<file path="config.mk">
export PLATFORM = sky130hd
export DESIGN_NAME = stream_demux
export DESIGN_NICKNAME = d
export VERILOG_FILES = /design/src/rtl/cipher_pkg.sv /design/src/rtl/stream_reg.sv /design/src/rtl/stream_demux.sv
export SDC_FILE = /design/constraint.sdc
export NUM_CORES = 1
export LEC_CHECK = 0
export ABC_AREA = 1
export BUFFER_PORTS_ARGS = -buffer_cell sky130_fd_sc_hd__buf_2
export CORE_ASPECT_RATIO = 1.1
export CORE_MARGIN = 8
export CORE_UTILIZATION = 55
export CTS_CLUSTER_SIZE = 16
export DETAILED_ROUTE_END_ITERATION = 10
export PLACE_DENSITY = 0.83
export SYNTH_ARGS = -nofsm -noshare
export SYNTH_HDL_FRONTEND = slang
export SYNTH_HIERARCHICAL = 1
export SYNTH_SLANG_ARGS = --single-unit
export TNS_END_PERCENT = 50
</file>
<file path="constraint.sdc">
create_clock -name clk -period 2.8 [get_ports clk]
set_clock_uncertainty 0.15 [all_clocks]
set_input_delay 0.42 -clock clk [delete_from_list [all_inputs] [get_ports clk]]
set_output_delay 0.42 -clock clk [all_outputs]
set_load 0.03 [all_outputs]
</file>
<file path="src/rtl/cipher_pkg.sv">
// Shared types and constants for the cipher stream datapath: FSM states,
// header field positions and the A/B select polarity used by mux and stream_demux.
package cipher_pkg;

    typedef enum logic {
        HDR     = 1'b0,
        PAYLOAD = 1'b1
    } demux_state_t;

    localparam logic SEL_A = 1'b1;
    localparam logic SEL_B = 1'b0;

    // Header layout for an N-bit word: destination at bit N-1, LEN in [N-2:0].
    function automatic int unsigned hdr_dest_pos(input int unsigned n);
        return n - 1;
    endfunction

    function automatic int unsigned hdr_len_msb(input int unsigned n);
        return n - 2;
    endfunction

endpackage

</file>
<file path="src/rtl/stream_reg.sv">
// One-entry valid/ready output register; a load in the same cycle as a drain
// keeps valid high with the new word.
module stream_reg #(
    parameter int unsigned N = 8
) (
    input  logic         clk,
    input  logic         rst,
    input  logic         load,
    input  logic [N-1:0] din,
    output logic [N-1:0] data,
    output logic         valid,
    input  logic         ready
);

    always_ff @(posedge clk) begin
        if (rst) begin
            data  <= '0;
            valid <= 1'b0;
        end else if (load) begin
            data  <= din;
            valid <= 1'b1;
        end else if (valid && ready) begin
            valid <= 1'b0;
        end
    end

endmodule

</file>
<file path="src/rtl/stream_demux.sv">
// Framed 1-to-2 stream demultiplexer: a header word picks destination A or B
// and a payload length; payload words are steered into registered outputs.
module stream_demux
    import cipher_pkg::*;
#(
    parameter int unsigned N = 8
) (
    input  logic         clk,
    input  logic         rst,
    input  logic [N-1:0] in_data,
    input  logic         in_valid,
    output logic         in_ready,
    output logic [N-1:0] out_a,
    output logic         out_a_valid,
    input  logic         out_a_ready,
    output logic [N-1:0] out_b,
    output logic         out_b_valid,
    input  logic         out_b_ready,
    output logic         busy,
    output logic         sel_q
);

    demux_state_t state, state_next;
    logic [N-2:0] count;
    logic         sel_valid;
    logic         sel_ready;
    logic         accept;
    logic         load_a;
    logic         load_b;

    assign sel_valid = (sel_q == SEL_A) ? out_a_valid : out_b_valid;
    assign sel_ready = (sel_q == SEL_A) ? out_a_ready : out_b_ready;
    assign accept    = in_valid && in_ready;
    assign load_a    = accept && (state == PAYLOAD) && (sel_q == SEL_A);
    assign load_b    = accept && (state == PAYLOAD) && (sel_q == SEL_B);

    always_ff @(posedge clk) begin
        if (rst) begin
            state <= HDR;
            count <= '0;
            sel_q <= SEL_B;
        end else begin
            state <= state_next;
            if (accept) begin
                if (state == HDR) begin
                    sel_q <= in_data[hdr_dest_pos(N)];
                    count <= in_data[hdr_len_msb(N):0];
                end else if (count != '0) begin
                    count <= count - 1'b1;
                end
            end
        end
    end

    always_comb begin
        state_next = state;
        case (state)
            HDR:     if (accept) state_next = PAYLOAD;
            PAYLOAD: if (accept && count == '0) state_next = HDR;
            default: state_next = HDR;
        endcase
    end

    // in_ready depends only on state, sel_q and the selected output's handshake.
    always_comb begin
        in_ready = 1'b0;
        busy     = (state == PAYLOAD);
        if (!rst) begin
            case (state)
                HDR:     in_ready = 1'b1;
                PAYLOAD: in_ready = !sel_valid || sel_ready;
                default: in_ready = 1'b0;
            endcase
        end
    end

    stream_reg #(.N(N)) u_reg_a (
        .clk   (clk),
        .rst   (rst),
        .load  (load_a),
        .din   (in_data),
        .data  (out_a),
        .valid (out_a_valid),
        .ready (out_a_ready)
    );

    stream_reg #(.N(N)) u_reg_b (
        .clk   (clk),
        .rst   (rst),
        .load  (load_b),
        .din   (in_data),
        .data  (out_b),
        .valid (out_b_valid),
        .ready (out_b_ready)
    );

endmodule

</file>
==> impl_metrics.env, run 1 <==
export IMPL_cts_setup_buffers=0
export IMPL_drive_above_1_share_pct=22.77
export IMPL_crit_chain="inv_1, nor3_1, inv_2, nor2_1, nor2_1"
export IMPL_holdPathEnd="u_reg_a/valid"
export IMPL_io_pins=34
export IMPL_rsz0062_at_grt="false"
export IMPL_core_um2=2230
export IMPL_grt_max_degree=16
export IMPL_path_clk_slew_ps=150
export IMPL_die_y_um=66.42
export IMPL_grt_util_met2_pct=28.63
export IMPL_r2r_slack_ps=520
export IMPL_multi_input_area_um2=625.6
export IMPL_setup_tns_ps=0
export IMPL_hp_start="rst"
export IMPL_final_cells=254
export IMPL_antenna_found_initial=0
export IMPL_min_period_over_period_pct=81.51
export IMPL_tritoncts_num_buffers=3
export IMPL_fillers=204
export IMPL_worstSetupPathType="flop to flop"
export IMPL_gr_usage_met3_pct=3.891
export IMPL_grtUsageMet1_pct=18.29
export IMPL_cts_root_buffer="clkbuf_4"
export IMPL_antenna_cells=0
export IMPL_initialDrtViolationCount=66
export IMPL_die_w_um=61.84
export IMPL_nNetsFinal=240
export IMPL_path_max_fanout=12
export IMPL_postRouteAntennaNets=0
export IMPL_finalSetupViolCount=0
export IMPL_hold_violations=0
export IMPL_grt_most_used_layer="met2"
export IMPL_cap_viol_max_count=0
export IMPL_syn_nets=205
export IMPL_clock_sinks=27
export IMPL_start_util_pct=57.01
export IMPL_cpPeakStageDelay_ps=700
export IMPL_irDropWorstVdd_uv=417.2
export IMPL_syn_cell_area_um2=1271
export IMPL_vias=1299
export IMPL_slew_headroom_pct=46.64
export IMPL_area_growth_synth_to_final_pct=16.54
export IMPL_dr_pass1_iters=4
export IMPL_end_kind="flop"
export IMPL_ys_types=18
export IMPL_cp_num_buf_inv=2
export IMPL_synth_area_per_cell_um2=6.691
export IMPL_rows=18
export IMPL_clockBufferDepth=2
export IMPL_place_hpwl_um=2418
export IMPL_holdCritPathClass="primary input to flop"
export IMPL_seq_area_um2=540.5
export IMPL_status="complete, no violations"
export IMPL_grt_overflow=0
export IMPL_clkLatencyLatePin_ps=320
export IMPL_place_gp_congestion=0.8351
export IMPL_cts_tree="yes"
export IMPL_fmax_mhz=438.2
export IMPL_placedCellCount=250
export IMPL_ys_seq_area_share_pct=42.52
export IMPL_final_common_cell="nor2_1"
export IMPL_r2r_start="busy"
export IMPL_grtUsageTotal_pct=16.40
export IMPL_ctsHoldBuffers=0
export IMPL_via_per_inst=5.114
export IMPL_layout_common_cells="nor2_1 (55), nand2_1 (37), buf_2 (33)"
export IMPL_syn_inst=190
export IMPL_htree_levels=1
export IMPL_wl_um=3074
export IMPL_leakagePower_nw=0.8133
export IMPL_cp_top_family="simple AND/OR/NAND/NOR gates"
export IMPL_grt_pass1_vias=1256
export IMPL_ys_warnings_count=6
export IMPL_wl_per_cell_um=12.10
export IMPL_yosys_register_bits=27
export IMPL_drc=0
export IMPL_crit_top_cell="nor2_1"
export IMPL_cp_arrival_ps=2360
export IMPL_dieArea_um2=4107
export IMPL_hold_depth=2
export IMPL_layout_min_cycle_time_ps=2282
export IMPL_drv_slew=0
export IMPL_cts_resized=0
export IMPL_r2r_end="u_reg_b/data[6]"
export IMPL_tightest_slew_ps=794.3
export IMPL_cpMaxStageDelayCell="nor3_1"
export IMPL_grt_pass1_wl_um=5250
export IMPL_crit_path_start_kind="flop"
export IMPL_portBuffers=33
export IMPL_required_ps=2880
export IMPL_powerDensity_nw_per_um2=477.1
export IMPL_worst_r2r_cell_count=5
## flip-flops by register name, summed over array words and instances, names as in the netlist
register       flops
u_reg_b/valid      1
busy               1
count              7
u_reg_a/data       8
u_reg_a/valid      1
u_reg_b/data       8
sel_q              1
## area by class of cell
class / count / share of cell area (%)
Timing Repair Buffer: 34 / 11.66
Clock buffer: 4 / 1.774
Multi-Input combinational cell: 138 / 42.23
Tap cell: 30 / 2.534
Sequential cell: 27 / 36.49
Inverter: 21 / 5.321
## worst max path at each step
stage                     start         endpoint  slack, ps  cells after the start
after floorplan            busy  u_reg_b/data[0]        770                      7
after global placement      rst  u_reg_b/data[2]        570                      7
after detailed placement    rst  u_reg_b/data[7]        430                      7
after CTS                  busy  u_reg_b/data[7]        600                      5
after global routing       busy  u_reg_b/data[6]        370                      5
final                      busy  u_reg_b/data[6]        520                      5
## synth_stat cells
cell type  instances  area share, %
a21oi_1            3            1.2
buf_6              1           0.89
inv_2              7            2.1
nand4_1            1           0.49
dfxtp_1           27             43
a31oi_1            1           0.49
nand2_2            3            1.5
inv_1             14            4.1
nand3_1           10            3.9
nand3_2            1           0.79
nand4_4            1            1.7
ha_1               2            2.0
o21ai_0           20            7.9
nor3_1             2           0.79
a21oi_2            2            1.4
nor2_1            55             16
buf_2              3            1.2
nand2_1           37             11
## routing by layer
| metal | vias up | part of all wire (%) |
|---|---|---|
| met5 | - | 0 |
| met4 | 0 | 0.52 |
| met3 | 2 | 5.3 |
| met2 | 34 | 51 |
| met1 | 599 | 43 |
| li1 | 664 | - |
## report_power, final
group | internal [mW] | switching, mW
clock network | 0.0556 | 0.111
logic | 0.0429 | 0.0853
registers | 0.399 | 0.0134
total | 0.497 | 0.209
## cells by family after synthesis
group	after synthesis	share of synthesized area (%)
AO/OA/AOI/OAI	26	10.93
adder cells (fa/ha/maj)	2	1.968
buffers and inverters	25	8.268
flip-flops	27	42.52
AND/OR/NAND/NOR	110	36.32
## through the flow
stage / total power [mW] / worst slack (ps) / hold slack [ps] / utilization (%) / area (µm²)
after floorplan: 0.5129 / 766.8 / 332.4 / - / 1271
after global placement: 0.5453 / 567.0 / 318.3 / 65.26 / 1455
after detailed placement: 0.5483 / 434.5 / 327.6 / 65.26 / 1455
after CTS: 0.7074 / 598.6 / 181.8 / 66.44 / 1481
after global routing: 0.7477 / 373.0 / 166.7 / 66.44 / 1481
final: 0.7068 / 517.7 / 184.3 / 66.44 / 1481
Power figures use the tool's default switching activity.
==> inputs of run 2 (changes only) <==
--- a/config.mk
+++ b/config.mk
@@ -9,10 +9,10 @@
 export BUFFER_PORTS_ARGS = -buffer_cell sky130_fd_sc_hd__buf_2
 export CORE_ASPECT_RATIO = 1.1
 export CORE_MARGIN = 8
-export CORE_UTILIZATION = 55
+export CORE_UTILIZATION = 51
 export CTS_CLUSTER_SIZE = 16
 export DETAILED_ROUTE_END_ITERATION = 10
-export PLACE_DENSITY = 0.83
+export PLACE_DENSITY = 0.78
 export SYNTH_ARGS = -nofsm -noshare
 export SYNTH_HDL_FRONTEND = slang
 export SYNTH_HIERARCHICAL = 1
==> constraint.sdc (replaced) <==
create_clock -name clk -period 2.3 [get_ports clk]
set_clock_uncertainty 0.15 [all_clocks]
set_input_delay 0.345 -clock clk [delete_from_list [all_inputs] [get_ports clk]]
set_output_delay 0.345 -clock clk [all_outputs]
set_load 0.03 [all_outputs]
==> run 2 against run 1 <==
Critical path depth stayed put. Wire length is 0.49% lower. Non-clock buffer count is 2 higher. Combinational power increased by 24%. Global-route usage decreased by 1.8 points. First-iteration DRC count increased by 38%. Core utilization fell by 4.5 points. Cell count is 1.2% higher. Hold slack worse by 82 ps. Setup slack got worse by 82 ps. Largest cell class unchanged. Largest power group unchanged.
==> impl_metrics.env, run 2 (synthesis results as in run 1) <==
export IMPL_htree_levels=1
export IMPL_ctsHoldBuffers=0
export IMPL_clock_sinks=27
export IMPL_placed_area_um2=1471
export IMPL_io_pins=34
export IMPL_crit_path_start_kind="flop"
export IMPL_final_common_cell="nor2_1"
export IMPL_seq_area_um2=540.5
export IMPL_grt_pass1_vias=1244
export IMPL_p_clk_share_pct=24.5
export IMPL_path_clk_slew_ps=160
export IMPL_fmax_mhz=536.4
export IMPL_seq_power_share_pct=57.3
export IMPL_powerDensity_nw_per_um2=582.6
export IMPL_intPower_uw=606.2
export IMPL_initialDrtViolationCount=91
export IMPL_cts_resized=0
export IMPL_clkLatencyLatePin_ps=330
export IMPL_holdCritPathClass="primary input to flop"
export IMPL_grt_pass1_wl_um=5271
export IMPL_min_period_over_period_pct=81.05
export IMPL_cts_setup_buffers=0
export IMPL_leakagePower_nw=0.8225
export IMPL_swShare_pct=30.69
export IMPL_layout_min_cycle_time_ps=1864
export IMPL_cts_root_buffer="clkbuf_4"
export IMPL_antenna_cells=0
export IMPL_slew_headroom_pct=70.39
export IMPL_drc=0
export IMPL_vias=1264
export IMPL_die_y_um=68.36
export IMPL_irDropWorstVdd_uv=393.7
export IMPL_combinationalPowerShare_pct=18.2
export IMPL_cap_viol_max_count=0
export IMPL_cts_tree="yes"
export IMPL_finalSetupViolCount=0
export IMPL_portBuffers=33
export IMPL_setup_tns_ps=0
export IMPL_cp_arrival_ps=2000
export IMPL_core_um2=2425
export IMPL_nNetsFinal=242
export IMPL_worst_r2r_cell_count=5
export IMPL_grt_max_degree=17
export IMPL_antenna_found_initial=0
export IMPL_via_per_inst=4.918
export IMPL_drive_above_1_share_pct=23.89
export IMPL_final_util_pct=61.92
export IMPL_timing_final_ws_setup_ps=435.9
export IMPL_rsz0062_at_grt="false"
export IMPL_drv_slew=0
export IMPL_die_w_um=63.60
export IMPL_wl_um=3059
export IMPL_start_util_pct=52.43
export IMPL_grtUsageTotal_pct=14.59
export IMPL_hold_violations=0
export IMPL_dp_worst_setup_slack_ps=475.3
export IMPL_area_growth_synth_to_final_pct=18.11
export IMPL_place_hpwl_um=2363
export IMPL_reg_top3="u_reg_a/data (8), u_reg_b/data (8), count (7)"
export IMPL_grt_overflow=0
export IMPL_place_gp_congestion=0.7684
export IMPL_final_area_um2=1501
export IMPL_p_sw_uw=268.5
export IMPL_wl_per_cell_um=11.90
export IMPL_status="complete, no violations"
export IMPL_rows=19
export IMPL_fillers=247
export IMPL_end_kind="flop"
export IMPL_tightest_slew_ps=440.7
export IMPL_hold_depth=2
export IMPL_dieArea_um2=4348
export IMPL_worstSetupPathType="flop to flop"
export IMPL_required_ps=2430
export IMPL_path_max_fanout=12
export IMPL_dr_pass1_iters=4
export IMPL_postRouteAntennaNets=0
export IMPL_tritoncts_num_buffers=3
export IMPL_layout_common_cells="nor2_1 (55), nand2_1 (37), buf_2 (33)"
export IMPL_multi_input_area_um2=625.6
export IMPL_clockBufferDepth=2
-- run 2: cell count changes in the layout (fill, tap and decap cells not counted) --
cell / before / now
buf_4: 1 / 3
clkbuf_1: 1 / 0
clkinvlp_4: 0 / 1
-- run 2: per-layer routing --
metal	wire length, µm	GRT usage [%]	vias up
met5	0	0	-
met4	34	5.014	0
met1	1394	16.16	571
met2	1494	27.12	23
li1	-	-	666
met3	136	3.437	4
-- run 2: worst max-delay path: stages (launching register included) --
cell	delay, ps
dfxtp_1	580
inv_1	250
nor3_1	440
buf_4	220
o21ai_0	80
nor2_1	100
-- run 2: power by group through the flow --
stage	clock network, mW	registers (mW)	logic, mW
after floorplan	0	0.523	0.102
after global placement	0	0.512	0.158
after detailed placement	0	0.511	0.160
after CTS	0.219	0.502	0.161
after global routing	0.235	0.504	0.182
final	0.214	0.501	0.159
-- run 2: layout make-up --
| class | count | share of cell area (%) |
|---|---|---|
| Timing Repair Buffer | 36 | 12.50 |
| Inverter | 21 | 5.250 |
| Sequential cell | 27 | 36.00 |
| Clock buffer | 3 | 1.500 |
| Tap cell | 31 | 2.583 |
| Clock inverter | 1 | 0.5000 |
| Multi-Input combinational cell | 138 | 41.67 |
-- run 2: final timing paths --
check / slack, ps / end / startpoint
setup reg to reg: 440 / u_reg_a/data[5] / busy
hold reg to reg: 350 / u_reg_a/valid / u_reg_a/valid
hold / removal: 100 / u_reg_b/valid / rst
setup / recovery: 440 / u_reg_a/data[5] / busy
-- run 2: stage by stage --
stage          total power [mW]  instances  hold WS (ps)
2_1_floorplan            0.6244        190         257.4
3_3_place_gp             0.6697        253         328.4
3_5_place_dp             0.6716        253         327.7
4_1_cts                  0.8815        257         97.55
5_1_grt                  0.9207        257         97.42
6_report                 0.8747        257         102.2
==> inputs of run 3 (changes only) <==
--- a/config.mk
+++ b/config.mk
@@ -5,14 +5,14 @@
 export SDC_FILE = /design/constraint.sdc
 export NUM_CORES = 1
 export LEC_CHECK = 0
-export ABC_AREA = 1
+export ABC_AREA = 0
 export BUFFER_PORTS_ARGS = -buffer_cell sky130_fd_sc_hd__buf_2
 export CORE_ASPECT_RATIO = 1.1
 export CORE_MARGIN = 8
-export CORE_UTILIZATION = 51
+export CORE_UTILIZATION = 46
 export CTS_CLUSTER_SIZE = 16
 export DETAILED_ROUTE_END_ITERATION = 10
-export PLACE_DENSITY = 0.78
+export PLACE_DENSITY = 0.74
 export SYNTH_ARGS = -nofsm -noshare
 export SYNTH_HDL_FRONTEND = slang
 export SYNTH_HIERARCHICAL = 1
==> constraint.sdc (replaced) <==
create_clock -name clk -period 1.5 [get_ports clk]
set_clock_uncertainty 0.15 [all_clocks]
set_input_delay 0.225 -clock clk [delete_from_list [all_inputs] [get_ports clk]]
set_output_delay 0.225 -clock clk [all_outputs]
set_load 0.03 [all_outputs]
==> run 3 against run 2 <==
The flow now finishes with violations (setup timing). Count of clock-buffer cells in the layout rose by 1. Combinational power rose by 110%. Register-to-register slack got worse by 730 ps. Critical path type is now flop to output port. Largest power group unchanged.
==> impl_metrics.env, run 3 <==
export IMPL_final_common_cell="buf_2"
export IMPL_required_ps=1120
export IMPL_vias=1199
export IMPL_rows=20
export IMPL_grtUsageTotal_pct=14.46
export IMPL_p_sw_uw=410.6
export IMPL_nNetsFinal=209
export IMPL_hold_violations=0
export IMPL_synth_area_per_cell_um2=9.403
export IMPL_crit_path_start_kind="flop"
export IMPL_drive_above_1_share_pct=47.15
export IMPL_clock_sinks=27
export IMPL_postRouteAntennaNets=0
export IMPL_hp_start="in_data[5]"
export IMPL_clkLatencyLatePin_ps=330
export IMPL_multi_input_area_um2=748.2
export IMPL_rsz0062_at_grt="true"
export IMPL_cts_root_buffer="clkbuf_4"
export IMPL_die_w_um=65.90
export IMPL_tritoncts_num_buffers=3
export IMPL_antenna_cells=0
export IMPL_area_growth_synth_to_final_pct=45.78
export IMPL_layout_min_cycle_time_ps=1798
export IMPL_gr_usage_met3_pct=3.318
export IMPL_grt_util_met2_pct=24.73
export IMPL_worstSetupPathType="flop to output port"
export IMPL_fmax_mhz=556.0
export IMPL_io_pins=34
export IMPL_critPathLaunch="busy"
export IMPL_die_y_um=70.89
export IMPL_synth_most_common_cell="dfxtp_1"
export IMPL_wl_per_cell_um=15.85
export IMPL_path_max_fanout=5
export IMPL_final_util_pct=68.60
export IMPL_seq_power_share_pct=54.0
export IMPL_failed_checks="setup timing"
export IMPL_clockBufferDepth=2
export IMPL_antenna_found_initial=0
export IMPL_slew_headroom_pct=79.26
export IMPL_synth_area_leaders="dfxtp_1 (43%), mux2i_1 (14%), nor2_1 (6.6%)"
export IMPL_ys_seq_area_share_pct=42.90
export IMPL_holdCritPathClass="primary input to flop"
export IMPL_fillers=206
export IMPL_wl_um=3582
export IMPL_synth_area_leader_cell="dfxtp_1"
export IMPL_syn_inst=134
export IMPL_core_um2=2678
export IMPL_finalSetupViolCount=27
export IMPL_setup_tns_ps=-6013
export IMPL_finalPower_mw=1.425
export IMPL_path_clk_slew_ps=150
export IMPL_irDropWorstVdd_uv=606.5
export IMPL_seq_area_um2=558.0
export IMPL_via_per_inst=5.305
export IMPL_cap_viol_max_count=0
export IMPL_portBuffers=33
export IMPL_grt_pass1_vias=1219
export IMPL_initialDrtViolationCount=52
export IMPL_dieArea_um2=4672
export IMPL_cp_arrival_ps=1420
export IMPL_grtUsageMet1_pct=17.70
export IMPL_min_period_over_period_pct=119.9
export IMPL_place_hpwl_um=2411
export IMPL_r2r_start="busy"
export IMPL_end_kind="output port"
export IMPL_ys_types=35
export IMPL_synthTopCellsByCount="dfxtp_1 (27), nor2_1 (22), mux2i_1 (18), inv_1 (8)"
export IMPL_dp_worst_setup_slack_ps=-173.4
export IMPL_powerDensity_nw_per_um2=775.9
export IMPL_leakagePower_nw=0.7825
export IMPL_grt_overflow=0
export IMPL_yosysTopAreaCellShare_pct=42.90
export IMPL_ys_async_sr_fraction_pct=0
export IMPL_placedCellCount=213
export IMPL_timing_final_ws_setup_ps=-298.5
export IMPL_drv_slew=0
export IMPL_dr_pass1_iters=4
export IMPL_synth_edf_count=0
export IMPL_start_util_pct=47.06
export IMPL_syn_nets=149
export IMPL_p_clk_share_pct=22.8
export IMPL_synthFlopType="dfxtp_1"
export IMPL_grt_pass1_wl_um=5533
export IMPL_layout_common_cells="buf_2 (31), buf_4 (25), nor2_1 (20)"
export IMPL_status="finished with violations"
export IMPL_drc=0
export IMPL_yosys_register_bits=27
export IMPL_intPower_mw=1.014
export IMPL_ys_warnings_count=6
export IMPL_grt_most_used_layer="met2"
export IMPL_swShare_pct=28.81
export IMPL_tightest_slew_ps=311.1
export IMPL_combinationalPowerShare_pct=23.2
export IMPL_ctsHoldBuffers=0
export IMPL_reg_top3="u_reg_a/data (8), u_reg_b/data (8), count (7)"
export IMPL_cts_tree="yes"
export IMPL_final_cells=226
export IMPL_htree_levels=1
export IMPL_place_gp_congestion=0.9007
export IMPL_syn_cell_area_um2=1260
export IMPL_grt_max_degree=29
[run 3: cell count changes after synthesis, moves of 7 or more]
cell,change
mux2i_1,+18
nor2_1,-33
o21ai_0,-14
nand2_1,-34
inv_2,-7
nand3_1,-9
[run 3: kinds of logic (layout without fill, tap and decap cells)]
family	after synthesis	in the layout	synth area share [%]
adders and majority gates	2	2	1.986
DFF	27	27	42.90
buffers and inverters	15	74	5.859
AOI/OAI and AO/OA	25	25	13.90
and+or+nand+nor	46	46	20.16
muxes	19	19	15.19
[run 3: metal layers]
layer	share of wire, %	vias to the layer above
met5	0	-
met4	0.64	0
met3	4.0	4
met2	50	27
met1	45	579
li1	-	589
[run 3: layout make-up]
| class | count | share of cell area, % |
|---|---|---|
| inverters | 8 | 1.635 |
| well taps | 33 | 2.248 |
| repair buffers | 62 | 23.57 |
| flip-flops and latches | 27 | 30.38 |
| clock buffers | 4 | 1.431 |
| multi-input cells | 92 | 40.74 |
[run 3: critical path, stage by stage, from the launching register on]
cell     delay, ps
dfxtp_4        390
and4b_2        250
or2_4          250
nor2_4          80
buf_6          130
[run 3: power by group through the flow]
| stage | clock network, mW | registers (mW) | logic [mW] |
|---|---|---|---|
| after floorplan | 0 | 0.795 | 0.155 |
| after global placement | 0 | 0.777 | 0.279 |
| after detailed placement | 0 | 0.777 | 0.285 |
| after CTS | 0.331 | 0.768 | 0.307 |
| after global routing | 0.357 | 0.772 | 0.355 |
| final | 0.326 | 0.769 | 0.330 |
[run 3: timing repair]
action | in CTS | in global routing
hold endpoints to repair | 0 | 0
endpoints found under the setup margin | 26 | 28
buffers inserted | 4 | 4
pin swaps | 5 | 10
gates cloned | 0 | 1
gates resized for setup | 18 | 4
[run 3: worst paths after layout]
kind	endpoint	slack (ps)	cells past startpoint
setup reg to reg	u_reg_b/data[0]	-290	7
hold / removal	u_reg_a/data[5]	2	3
setup / recovery	in_ready	-300	4
hold reg to reg	u_reg_b/valid	350	2
[run 3: stage by stage]
| step | hold slack (ps) | area (µm²) |
|---|---|---|
| 2_1_floorplan | 222.2 | 1349 |
| 3_3_place_gp | 316.7 | 1660 |
| 3_5_place_dp | 323.6 | 1660 |
| 4_1_cts | 0.4527 | 1770 |
| 5_1_grt | 14.68 | 1837 |
| 6_report | 2.494 | 1837 |
